[config.mk]
export PLATFORM = sky130hd
export DESIGN_NAME = pixel_mem_ctrl_flat
export DESIGN_NICKNAME = d
export VERILOG_FILES = /design/src/rtl/pixel_mem_ctrl_if.sv /design/src/rtl/pixel_mem_ctrl.sv /design/src/flat_wrapper.sv
export SDC_FILE = /design/constraint.sdc
export NUM_CORES = 1
export LEC_CHECK = 0
export BUFFER_PORTS_ARGS = -buffer_cell sky130_fd_sc_hd__buf_2
export CORE_MARGIN = 3
export CORE_UTILIZATION = 43
export CTS_CLUSTER_DIAMETER = 200
export CTS_CLUSTER_SIZE = 20
export DETAILED_ROUTE_END_ITERATION = 10
export HOLD_SLACK_MARGIN = 0.06
export PLACE_DENSITY = 0.83
export SETUP_SLACK_MARGIN = 0.05
export SLEW_MARGIN = 0
export SYNTH_ARGS = -nofsm -noshare
export SYNTH_HDL_FRONTEND = slang
export SYNTH_SLANG_ARGS = --single-unit
[constraint.sdc]
create_clock -name clk -period 3.4 [get_ports clk]
set_input_delay 0 -clock clk [delete_from_list [all_inputs] [get_ports clk]]
set_output_delay 0 -clock clk [all_outputs]
set_load 0.005 [all_outputs]
[src/rtl/pixel_mem_ctrl_if.sv]
// Bus bundle between the pixel memory controller and its surroundings:
// DMA input stream, pixel memory write/read ports and the PE tap stream.
interface pixel_mem_ctrl_if #(
    parameter int DW = 16
);
    logic              start;
    logic [DW-1:0]     in_data;
    logic              in_valid;
    logic              in_ready;
    logic              write_pixel_signal;
    logic [15:0]       write_pixel_addr;
    logic [DW-1:0]     write_pixel_data;
    logic              read_pixel_signal;
    logic [15:0]       read_pixel_addr;
    logic [3*DW-1:0]   read_pixel_data;
    logic [3*DW-1:0]   out_pixel;
    logic [3:0]        out_tap;
    logic [4:0]        out_row;
    logic [4:0]        out_col;
    logic              out_valid;
    logic              out_ready;
    logic              busy;
    logic              done;

    modport master (
        input  start, in_data, in_valid, read_pixel_data, out_ready,
        output in_ready, write_pixel_signal, write_pixel_addr, write_pixel_data,
               read_pixel_signal, read_pixel_addr, out_pixel, out_tap,
               out_row, out_col, out_valid, busy, done
    );

    modport slave (
        output start, in_data, in_valid, read_pixel_data, out_ready,
        input  in_ready, write_pixel_signal, write_pixel_addr, write_pixel_data,
               read_pixel_signal, read_pixel_addr, out_pixel, out_tap,
               out_row, out_col, out_valid, busy, done
    );
endinterface

[src/rtl/pixel_mem_ctrl.sv]
// Sequences the 32x32x3 pixel memory: LOAD writes a planar R/G/B stream,
// SCAN streams the zero-padded 3x3 window taps of every centre to the PE array.
module pixel_mem_ctrl #(
    parameter int IMG_W = 32,
    parameter int IMG_H = 32,
    parameter int DW    = 16
) (
    input  logic            clk,
    input  logic            rst,
    pixel_mem_ctrl_if.master bus
);

    typedef enum logic [1:0] {IDLE, LOAD, SCAN, DONE} state_t;

    localparam logic [4:0]        COL_LAST = 5'(IMG_W - 1);
    localparam logic [4:0]        ROW_LAST = 5'(IMG_H - 1);
    localparam logic signed [6:0] W_S      = 7'(IMG_W);
    localparam logic signed [6:0] H_S      = 7'(IMG_H);

    state_t      state_q, state_d;
    logic [1:0]  ch_q, ch_d;
    logic [4:0]  row_q, row_d;
    logic [4:0]  col_q, col_d;
    logic [3:0]  tap_q, tap_d;
    logic        busy_q, busy_d;
    logic        done_q, done_d;

    logic              loading;
    logic              scanning;
    logic              accept;
    logic signed [6:0] dr, dc, tr, tc;
    logic              in_range;

    assign loading  = (state_q == LOAD);
    assign scanning = (state_q == SCAN);
    assign accept   = loading && bus.in_valid;

    // Window offsets: taps 0..8 cover (dr,dc) in raster order around the centre.
    always_comb begin
        dr = 7'sd1;
        dc = 7'sd1;
        case (tap_q)
            4'd0, 4'd1, 4'd2: dr = -7'sd1;
            4'd3, 4'd4, 4'd5: dr = 7'sd0;
            default:          dr = 7'sd1;
        endcase
        case (tap_q)
            4'd0, 4'd3, 4'd6: dc = -7'sd1;
            4'd1, 4'd4, 4'd7: dc = 7'sd0;
            default:          dc = 7'sd1;
        endcase
    end

    assign tr       = $signed({2'b00, row_q}) + dr;
    assign tc       = $signed({2'b00, col_q}) + dc;
    assign in_range = (tr >= 7'sd0) && (tr < H_S) && (tc >= 7'sd0) && (tc < W_S);

    always_comb begin
        state_d = state_q;
        ch_d    = ch_q;
        row_d   = row_q;
        col_d   = col_q;
        tap_d   = tap_q;
        case (state_q)
            IDLE: begin
                if (bus.start) begin
                    state_d = LOAD;
                    ch_d    = 2'd0;
                    row_d   = 5'd0;
                    col_d   = 5'd0;
                    tap_d   = 4'd0;
                end
            end
            LOAD: begin
                if (accept) begin
                    if (col_q == COL_LAST) begin
                        col_d = 5'd0;
                        if (row_q == ROW_LAST) begin
                            row_d = 5'd0;
                            if (ch_q == 2'd2) begin
                                ch_d    = 2'd0;
                                state_d = SCAN;
                            end else begin
                                ch_d = ch_q + 2'd1;
                            end
                        end else begin
                            row_d = row_q + 5'd1;
                        end
                    end else begin
                        col_d = col_q + 5'd1;
                    end
                end
            end
            SCAN: begin
                if (bus.out_ready) begin
                    if (tap_q == 4'd8) begin
                        tap_d = 4'd0;
                        if (col_q == COL_LAST) begin
                            col_d = 5'd0;
                            if (row_q == ROW_LAST) begin
                                row_d   = 5'd0;
                                state_d = DONE;
                            end else begin
                                row_d = row_q + 5'd1;
                            end
                        end else begin
                            col_d = col_q + 5'd1;
                        end
                    end else begin
                        tap_d = tap_q + 4'd1;
                    end
                end
            end
            default: state_d = IDLE;
        endcase
        busy_d = (state_d == LOAD) || (state_d == SCAN);
        done_d = (state_d == DONE);
    end

    always_ff @(posedge clk) begin
        if (rst) begin
            state_q <= IDLE;
            ch_q    <= 2'd0;
            row_q   <= 5'd0;
            col_q   <= 5'd0;
            tap_q   <= 4'd0;
            busy_q  <= 1'b0;
            done_q  <= 1'b0;
        end else begin
            state_q <= state_d;
            ch_q    <= ch_d;
            row_q   <= row_d;
            col_q   <= col_d;
            tap_q   <= tap_d;
            busy_q  <= busy_d;
            done_q  <= done_d;
        end
    end

    // Everything outside its own phase is forced to zero so IDLE looks quiet.
    assign bus.in_ready           = loading;
    assign bus.write_pixel_signal = accept;
    assign bus.write_pixel_addr   = loading ? {4'b0000, ch_q, row_q, col_q} : 16'h0000;
    assign bus.write_pixel_data   = loading ? bus.in_data : '0;

    assign bus.out_valid          = scanning;
    assign bus.read_pixel_signal  = scanning && in_range;
    assign bus.read_pixel_addr    = bus.read_pixel_signal ? {6'b000000, tr[4:0], tc[4:0]} : 16'h0000;
    assign bus.out_pixel          = bus.read_pixel_signal ? bus.read_pixel_data : '0;
    assign bus.out_tap            = scanning ? tap_q : 4'd0;
    assign bus.out_row            = scanning ? row_q : 5'd0;
    assign bus.out_col            = scanning ? col_q : 5'd0;
    assign bus.busy               = busy_q;
    assign bus.done               = done_q;

endmodule
[src/flat_wrapper.sv]
// flat-port wrapper written by rule: the top's interface ports become plain ports
module pixel_mem_ctrl_flat 
#(
    parameter int IMG_W = 32,
    parameter int IMG_H = 32,
    parameter int DW    = 16
)
  (clk, rst, bus_start, bus_in_data, bus_in_valid, bus_read_pixel_data, bus_out_ready, bus_in_ready, bus_write_pixel_signal, bus_write_pixel_addr, bus_write_pixel_data, bus_read_pixel_signal, bus_read_pixel_addr, bus_out_pixel, bus_out_tap, bus_out_row, bus_out_col, bus_out_valid, bus_busy, bus_done);
  pixel_mem_ctrl_if #(.DW(DW)) bus_i ();
  input  logic clk;
  input  logic rst;
  input wire logic [$bits(bus_i.start)-1:0] bus_start;
  input wire logic [$bits(bus_i.in_data)-1:0] bus_in_data;
  input wire logic [$bits(bus_i.in_valid)-1:0] bus_in_valid;
  input wire logic [$bits(bus_i.read_pixel_data)-1:0] bus_read_pixel_data;
  input wire logic [$bits(bus_i.out_ready)-1:0] bus_out_ready;
  output wire logic [$bits(bus_i.in_ready)-1:0] bus_in_ready;
  output wire logic [$bits(bus_i.write_pixel_signal)-1:0] bus_write_pixel_signal;
  output wire logic [$bits(bus_i.write_pixel_addr)-1:0] bus_write_pixel_addr;
  output wire logic [$bits(bus_i.write_pixel_data)-1:0] bus_write_pixel_data;
  output wire logic [$bits(bus_i.read_pixel_signal)-1:0] bus_read_pixel_signal;
  output wire logic [$bits(bus_i.read_pixel_addr)-1:0] bus_read_pixel_addr;
  output wire logic [$bits(bus_i.out_pixel)-1:0] bus_out_pixel;
  output wire logic [$bits(bus_i.out_tap)-1:0] bus_out_tap;
  output wire logic [$bits(bus_i.out_row)-1:0] bus_out_row;
  output wire logic [$bits(bus_i.out_col)-1:0] bus_out_col;
  output wire logic [$bits(bus_i.out_valid)-1:0] bus_out_valid;
  output wire logic [$bits(bus_i.busy)-1:0] bus_busy;
  output wire logic [$bits(bus_i.done)-1:0] bus_done;
  assign bus_i.start = bus_start;
  assign bus_i.in_data = bus_in_data;
  assign bus_i.in_valid = bus_in_valid;
  assign bus_i.read_pixel_data = bus_read_pixel_data;
  assign bus_i.out_ready = bus_out_ready;
  assign bus_in_ready = bus_i.in_ready;
  assign bus_write_pixel_signal = bus_i.write_pixel_signal;
  assign bus_write_pixel_addr = bus_i.write_pixel_addr;
  assign bus_write_pixel_data = bus_i.write_pixel_data;
  assign bus_read_pixel_signal = bus_i.read_pixel_signal;
  assign bus_read_pixel_addr = bus_i.read_pixel_addr;
  assign bus_out_pixel = bus_i.out_pixel;
  assign bus_out_tap = bus_i.out_tap;
  assign bus_out_row = bus_i.out_row;
  assign bus_out_col = bus_i.out_col;
  assign bus_out_valid = bus_i.out_valid;
  assign bus_busy = bus_i.busy;
  assign bus_done = bus_i.done;
  pixel_mem_ctrl #(.IMG_W(IMG_W), .IMG_H(IMG_H), .DW(DW)) u_core (.clk(clk), .rst(rst), .bus(bus_i));
endmodule
==> reports/qor.yml, run 1 <==
setup_path:
  cp-end-kind: "primary output"
  cp.required_ps: 3400
  cp-start-kind: "flop"
  path_class: "flop to primary output"
  cp.arrival_ps: 3520
  cp_max_fo: 8
timing:
  tightest_slew_ps: 865
  rsz0062_at_grt: "yes"
  slew_violations: 0
  clock.fmax_mhz: 284
  slew_headroom_pct: 42.3
  finalCriticalPeriod_ps: 3520
  finalHoldViolCount: 0
  fin_worst_skew_ps: 1.44
  setup_tns_ps: -818
  setup_viol: 20
  fin_crit_sh_pct: 104
  worst_slack_ps: -123
floorplanning:
  rows: 28
  dieArea_sq_um: 7250
  ios: 185
  fp.coreArea_sq_um: 5990
  chipWidth_microns: 85.2
  die_y_microns: 85.2
  initial_core_util_pct: 45.0
grt:
  grt_max_degree: 60
  grt_pass1_wl_mm: 15.3
  overflow: 0
  grt_usage_pct: 25.9
  antenna_found_initial: 1
  first_global_vias: 3165
hold_path:
  hp-class: "input pin to flop"
yosys:
  synth_seq_cells: 20
  avgSynthCellArea_sq_um: 7.93
  synth_top_area_cell: "dfxtp_1"
  synthArstFlopShare_pct: 0
  yosysWarnings: 0
  synthFlopType: "dfxtp_1"
  syn_inst: 340
  yosysSeqAreaShare_pct: 14.9
  synth_commonest_cells: "and2_1, nor3b_1, a21oi_1"
  yosys-top-cells-area: "dfxtp_1, ha_1, nor3b_1, and2_1, nor3b_2"
  synthesis.area_sq_um: 2700
  yosysMostFrequentCell: "and2_1"
  netlist.area_leader.share_pct: 14.9
  synth_cell_type_count: 49
  synth_edf_count: 0
placement:
  dpl-instance-area_sq_um: 3610
  dpl_worst_slack_ps: 44.3
  place_hpwl_mm: 7.06
  place_congestion: 0.902
  io_buffer_count: 174
layout:
  regArea_sq_um: 408
  area_growth_pct: 67.6
  multi_input_area_sq_um: 2530
  num-fill-cells: 386
  nets: 634
  drive_gt1_share_pct: 58.5
  final_design_area_no_fill_sq_um: 4520
  post-route-util_pct: 75.4
route:
  via_count: 3633
  wl_per_cell_microns: 20.9
  dr.pass1.iters: 5
  drc: 0
  ant_nets: 0
  drt-vias-per-instance: 5.92
  drt-total-wl_mm: 12.8
  drt_iter0_markers: 270
outcome:
  status: "finished, violations left"
  violations: "setup timing"
clocking:
  path_clk_slew_ps: 70
  cts_hold_buf: 0
  h-tree-depth: 1
  worstSkewPairLatency_ps: 260
  cts_root_buf: "clkbuf_8"
  numCtsBuffers: 3
  cts_tree: "done"
  clkSinkCount: 20
  ctsLongestPathBuffers: 2
power_and_ir_drop:
  power.leakage_nw: 2.17
  vdd_ir_drop_max_mv: 0.264
  power.density_nw_per_um2: 148
  p_total_uw: 669
run:
  maxCapViolCount: 0
==> sequential cells by signal, indices dropped and copies added, names as in the netlist <==
name / count
u_core.tap_q: 4
u_core.ch_q: 2
u_core.state_q: 2
u_core.bus.busy: 1
u_core.row_q: 5
u_core.bus.done: 1
u_core.col_q: 5
==> cell families (layout without fill, tap and decap cells) <==
family / Yosys count / count (layout) / share of synthesized area (%)
fa+ha+maj: 27 / 27 / 13.1
buf+inv: 46 / 231 / 9.42
flops: 20 / 20 / 14.9
mux: 1 / 1 / 0.371
other cells: 1 / 12 / 0.139
xor+xnor: 6 / 6 / 1.95
compound gates: 55 / 58 / 12.6
simple gates: 184 / 184 / 47.5
==> cell type report <==
cell class / count / area share, %
timing repair buffer: 213 / 30.3
clock buffer: 4 / 1.22
antenna: 2 / 0.111
multi-input combinational: 286 / 56.0
sequential: 20 / 9.03
inverter: 14 / 1.22
tap: 75 / 2.08
==> layer usage <==
metal	share of wire (%)	GRT usage (%)	wire length (microns)
met5	0	0	0
met3	9.1	3.20	1170
met4	7.2	10.8	919
met1	33	27.4	4200
met2	51	50.6	6540
==> worst paths after layout <==
check	start	endpoint	slack (ps)	cells past startpoint
setup reg to reg	u_core.state_q[1]$_SDFF_PP0_	u_core.col_q[3]$_SDFFE_PP0P_	920	6
hold / removal	bus_out_ready	u_core.tap_q[1]$_SDFFE_PP0P_	120	4
hold reg to reg	u_core.ch_q[0]$_SDFFE_PP0P_	u_core.ch_q[0]$_SDFFE_PP0P_	510	2
setup / recovery	u_core.tap_q[1]$_SDFFE_PP0P_	bus_out_pixel[43]	-120	15
==> cell usage in the layout, fill, tap and decap left out, types with 7 or more instances in the layout <==
cell     count
nor3b_2     43
buf_2      174
o21ai_0     13
inv_1        8
buf_4       19
ha_1        19
conb_1      10
nor2_1      15
nand2_1     12
nor2b_1     11
a21oi_1     24
dfxtp_1     18
nand3_1      7
buf_6        9
and2_1      44
nor3_2       9
==> metrics by stage <==
| stage | hold WS [ps] | std cells |
|---|---|---|
| finish | 120 | 614 |
| global route | 154 | 614 |
| CTS | 112 | 595 |
| detailed placement | 275 | 577 |
| global placement | 274 | 577 |
| floorplan | 110 | 349 |
==> power by group <==
part / internal [mW] / switching, mW / total [mW]
Sequential: 0.238 / 0.00703 / 0.245
Clock: 0.103 / 0.0793 / 0.182
Combinational: 0.122 / 0.119 / 0.241
==> critical path, cell delays in order, from the launching register on <==
cell and delay, ps:
dfxtp_4 390, inv_4 60, ha_4 160, buf_6 120, nor3_4 240, nor3_4 100
buf_4 160, ha_1 360, o21ai_1 350, a21oi_4 70, nor4_4 310, a31oi_4 160
buf_12 180, buf_12 150, nor3b_1 270, buf_2 180
==> what timing repair did <==
item,CTS,global route
gates cloned,7,7
endpoints found under the setup margin,59,59
gates resized for setup,46,55
buffers inserted,7,10
pin swaps,10,18
Note: power is estimated with default switching activity, not from simulation.
==> inputs of run 2 (changes only) <==
--- a/config.mk
+++ b/config.mk
@@ -12,7 +12,7 @@
 export CTS_CLUSTER_SIZE = 20
 export DETAILED_ROUTE_END_ITERATION = 10
 export HOLD_SLACK_MARGIN = 0.06
-export PLACE_DENSITY = 0.83
+export PLACE_DENSITY = 0.84
 export SETUP_SLACK_MARGIN = 0.05
 export SLEW_MARGIN = 0
 export SYNTH_ARGS = -nofsm -noshare
==> constraint.sdc (replaced) <==
create_clock -name clk -period 3.4 [get_ports clk]
set_input_delay 0.17 -clock clk [delete_from_list [all_inputs] [get_ports clk]]
set_output_delay 0.17 -clock clk [all_outputs]
set_load 0.005 [all_outputs]
==> run 2 against run 1 <==
  * The run still ends with setup timing left
  * Wire length rose by 24%
  * Global-route usage rose by 1.7 points
  * Combinational power barely moved
  * Flip-flop and latch count did not move
  * Largest cell class unchanged
==> reports/qor.yml, run 2 (synthesis gave the netlist of run 1 again) <==
route:
  drt_iter0_markers: 466  # was 270
  drt-total-wl_mm: 16.0  # was 12.8 mm
  ant_nets: 0  # unchanged
  via_count: 3934  # was 3633
  drc: 0  # unchanged
  dr.pass1.iters: 5  # unchanged
  wl_per_cell_microns: 25.3  # was 20.9 microns
  drt-vias-per-instance: 6.24  # was 5.92
floorplanning:
  initial_core_util_pct: 45.0  # unchanged
  chipWidth_microns: 85.2  # unchanged
  fp.coreArea_sq_um: 5990  # unchanged
  ios: 185  # unchanged
  die_y_microns: 85.2  # unchanged
  rows: 28  # unchanged
  dieArea_sq_um: 7250  # unchanged
hold_path:
  hp-class: "input pin to flop"  # unchanged
layout:
  multi_input_area_sq_um: 2510  # was 2530 sq um
  mostFrequentLayoutCell: "buf_2"  # unchanged
  drive_gt1_share_pct: 59.8  # was 58.5%
  regArea_sq_um: 408  # unchanged
  num-fill-cells: 333  # was 386
  nets: 647  # was 634
  largestRegisters: "u_core.col_q (5), u_core.row_q (5), u_core.tap_q (4)"  # unchanged
  final_cell_mix: "buf_2, and2_1, nor3b_2"  # unchanged
  area_growth_pct: 79.1  # was 67.6%
clocking:
  clkSinkCount: 20  # unchanged
  numCtsBuffers: 3  # unchanged
  cts_root_buf: "clkbuf_8"  # unchanged
  cts_tree: "done"  # unchanged
  worstSkewPairLatency_ps: 260  # about the same
  ctsLongestPathBuffers: 2  # unchanged
  cts_hold_buf: 0  # unchanged
  path_clk_slew_ps: 70  # about the same
  h-tree-depth: 1  # unchanged
timing:
  slew_violations: 0  # unchanged
  clock.fmax_mhz: 246  # was 284 MHz
  fin_crit_sh_pct: 120  # was 104%
  tightest_slew_ps: 914  # was 865 ps
  worst_slack_ps: -664  # was -123 ps
  fin_worst_skew_ps: 4.31  # was 1.44 ps
  slew_headroom_pct: 39.0  # was 42.3%
  rsz0062_at_grt: "yes"  # unchanged
  finalCriticalPeriod_ps: 4060  # was 3520 ps
  setup_viol: 59  # was 20
  finalHoldViolCount: 0  # unchanged
power_and_ir_drop:
  p_total_uw: 668  # was 669 uW
  power.leakage_nw: 2.39  # was 2.17 nW
  vdd_ir_drop_max_mv: 0.280  # was 0.264 mV
  power.density_nw_per_um2: 138  # was 148 nW/um^2
grt:
  first_global_vias: 3113  # was 3165
  overflow: 0  # unchanged
  grt_usage_pct: 27.5  # was 25.9%
  grt_pass1_wl_mm: 16.2  # was 15.3 mm
  antenna_found_initial: 5  # was 1
  grt_max_degree: 37  # was 60
setup_path:
  cp_max_fo: 10  # was 8
  cp.arrival_ps: 3890  # was 3520 ps
  cp-end-kind: "primary output"  # unchanged
  cp-start-kind: "flop"  # unchanged
  cp.required_ps: 3230  # was 3400 ps
  reg2reg_slack_ps: 910  # was 920 ps
  path_class: "flop to primary output"  # unchanged
placement:
  place_hpwl_mm: 6.99  # was 7.06 mm
  io_buffer_count: 174  # unchanged
  dpl_worst_slack_ps: -85.5  # was 44.3 ps
  place_congestion: 0.964  # was 0.902
outcome:
  violations: "setup timing"  # unchanged
  status: "finished, violations left"  # unchanged
run:
  maxCapViolCount: 0  # unchanged
[run 2: cell count changes in the layout (fill, tap and decap cells not counted), sizes merged]
cell	before	now
buf	209	219
diode	2	5
clkbuf	8	14
a2bb2oi	4	1
[run 2: timing repair]
item | 4_1_cts | 5_1_grt
endpoints found under the hold margin | 0 | 0
setup endpoints to repair | 59 | 59
resized for setup | 83 | 35
buffers inserted | 15 | 11
pin swaps | 33 | 35
gates cloned | 5 | 13
[run 2: worst paths after layout]
kind,from,depth (start not counted),to
worst max register to register,u_core.state_q[1]$_SDFF_PP0_,6,u_core.col_q[3]$_SDFFE_PP0P_
worst max-delay path,u_core.tap_q[1]$_SDFFE_PP0P_,17,bus_out_pixel[23]
worst min-delay path,rst,2,u_core.ch_q[1]$_SDFFE_PP0P_
worst min register to register,u_core.ch_q[0]$_SDFFE_PP0P_,2,u_core.ch_q[0]$_SDFFE_PP0P_
[run 2: metal layers]
metal | up-vias | share of wire (%) | GRT usage [%]
met4 | 8 | 11 | 10.5
met3 | 173 | 13 | 2.62
met2 | 409 | 45 | 52.8
met5 | - | 0.38 | 0
li1 | 1598 | - | -
met1 | 1746 | 31 | 30.9
[run 2: cell type report]
cell class / count / share of cell area [%]
tap: 75 / 1.94
timing repair buffer: 229 / 34.9
sequential: 20 / 8.45
clock buffer: 4 / 1.14
inverter: 14 / 1.19
antenna: 5 / 0.259
multi-input combinational: 283 / 52.1
[run 2: critical path, cell delays in order (launching register included)]
cell      delay, ps
dfxtp_4         380
inv_4            60
ha_4            160
buf_6           130
nor3_4          270
nand3b_1        180
a21o_1          230
ha_4            180
inv_2            60
fa_2            220
nand2b_4        150
a21oi_4          80
nor4_4          440
a31oi_4         230
buf_12          210
buf_16          150
nor3b_2         290
buf_2           200
[run 2: where the power goes]
| part | internal (mW) | switching, mW |
|---|---|---|
| Clock | 0.103 | 0.0813 |
| Sequential | 0.238 | 0.00690 |
| Combinational | 0.118 | 0.121 |
[run 2: through the flow]
| stage | area [sq um] | util, % | hold slack (ps) | setup TNS [ps] | std cells |
|---|---|---|---|---|---|
| global placement | 3610 | 60.2 | 484 | 0 | 578 |
| detailed placement | 3610 | 60.2 | 487 | -627 | 578 |
| floorplan | 2730 | - | 379 | 0 | 349 |
| finish | 4830 | 80.6 | 297 | -30310 | 630 |
| global route | 4830 | 80.6 | 330 | -31780 | 630 |
| CTS | 4270 | 71.3 | 281 | -225 | 601 |
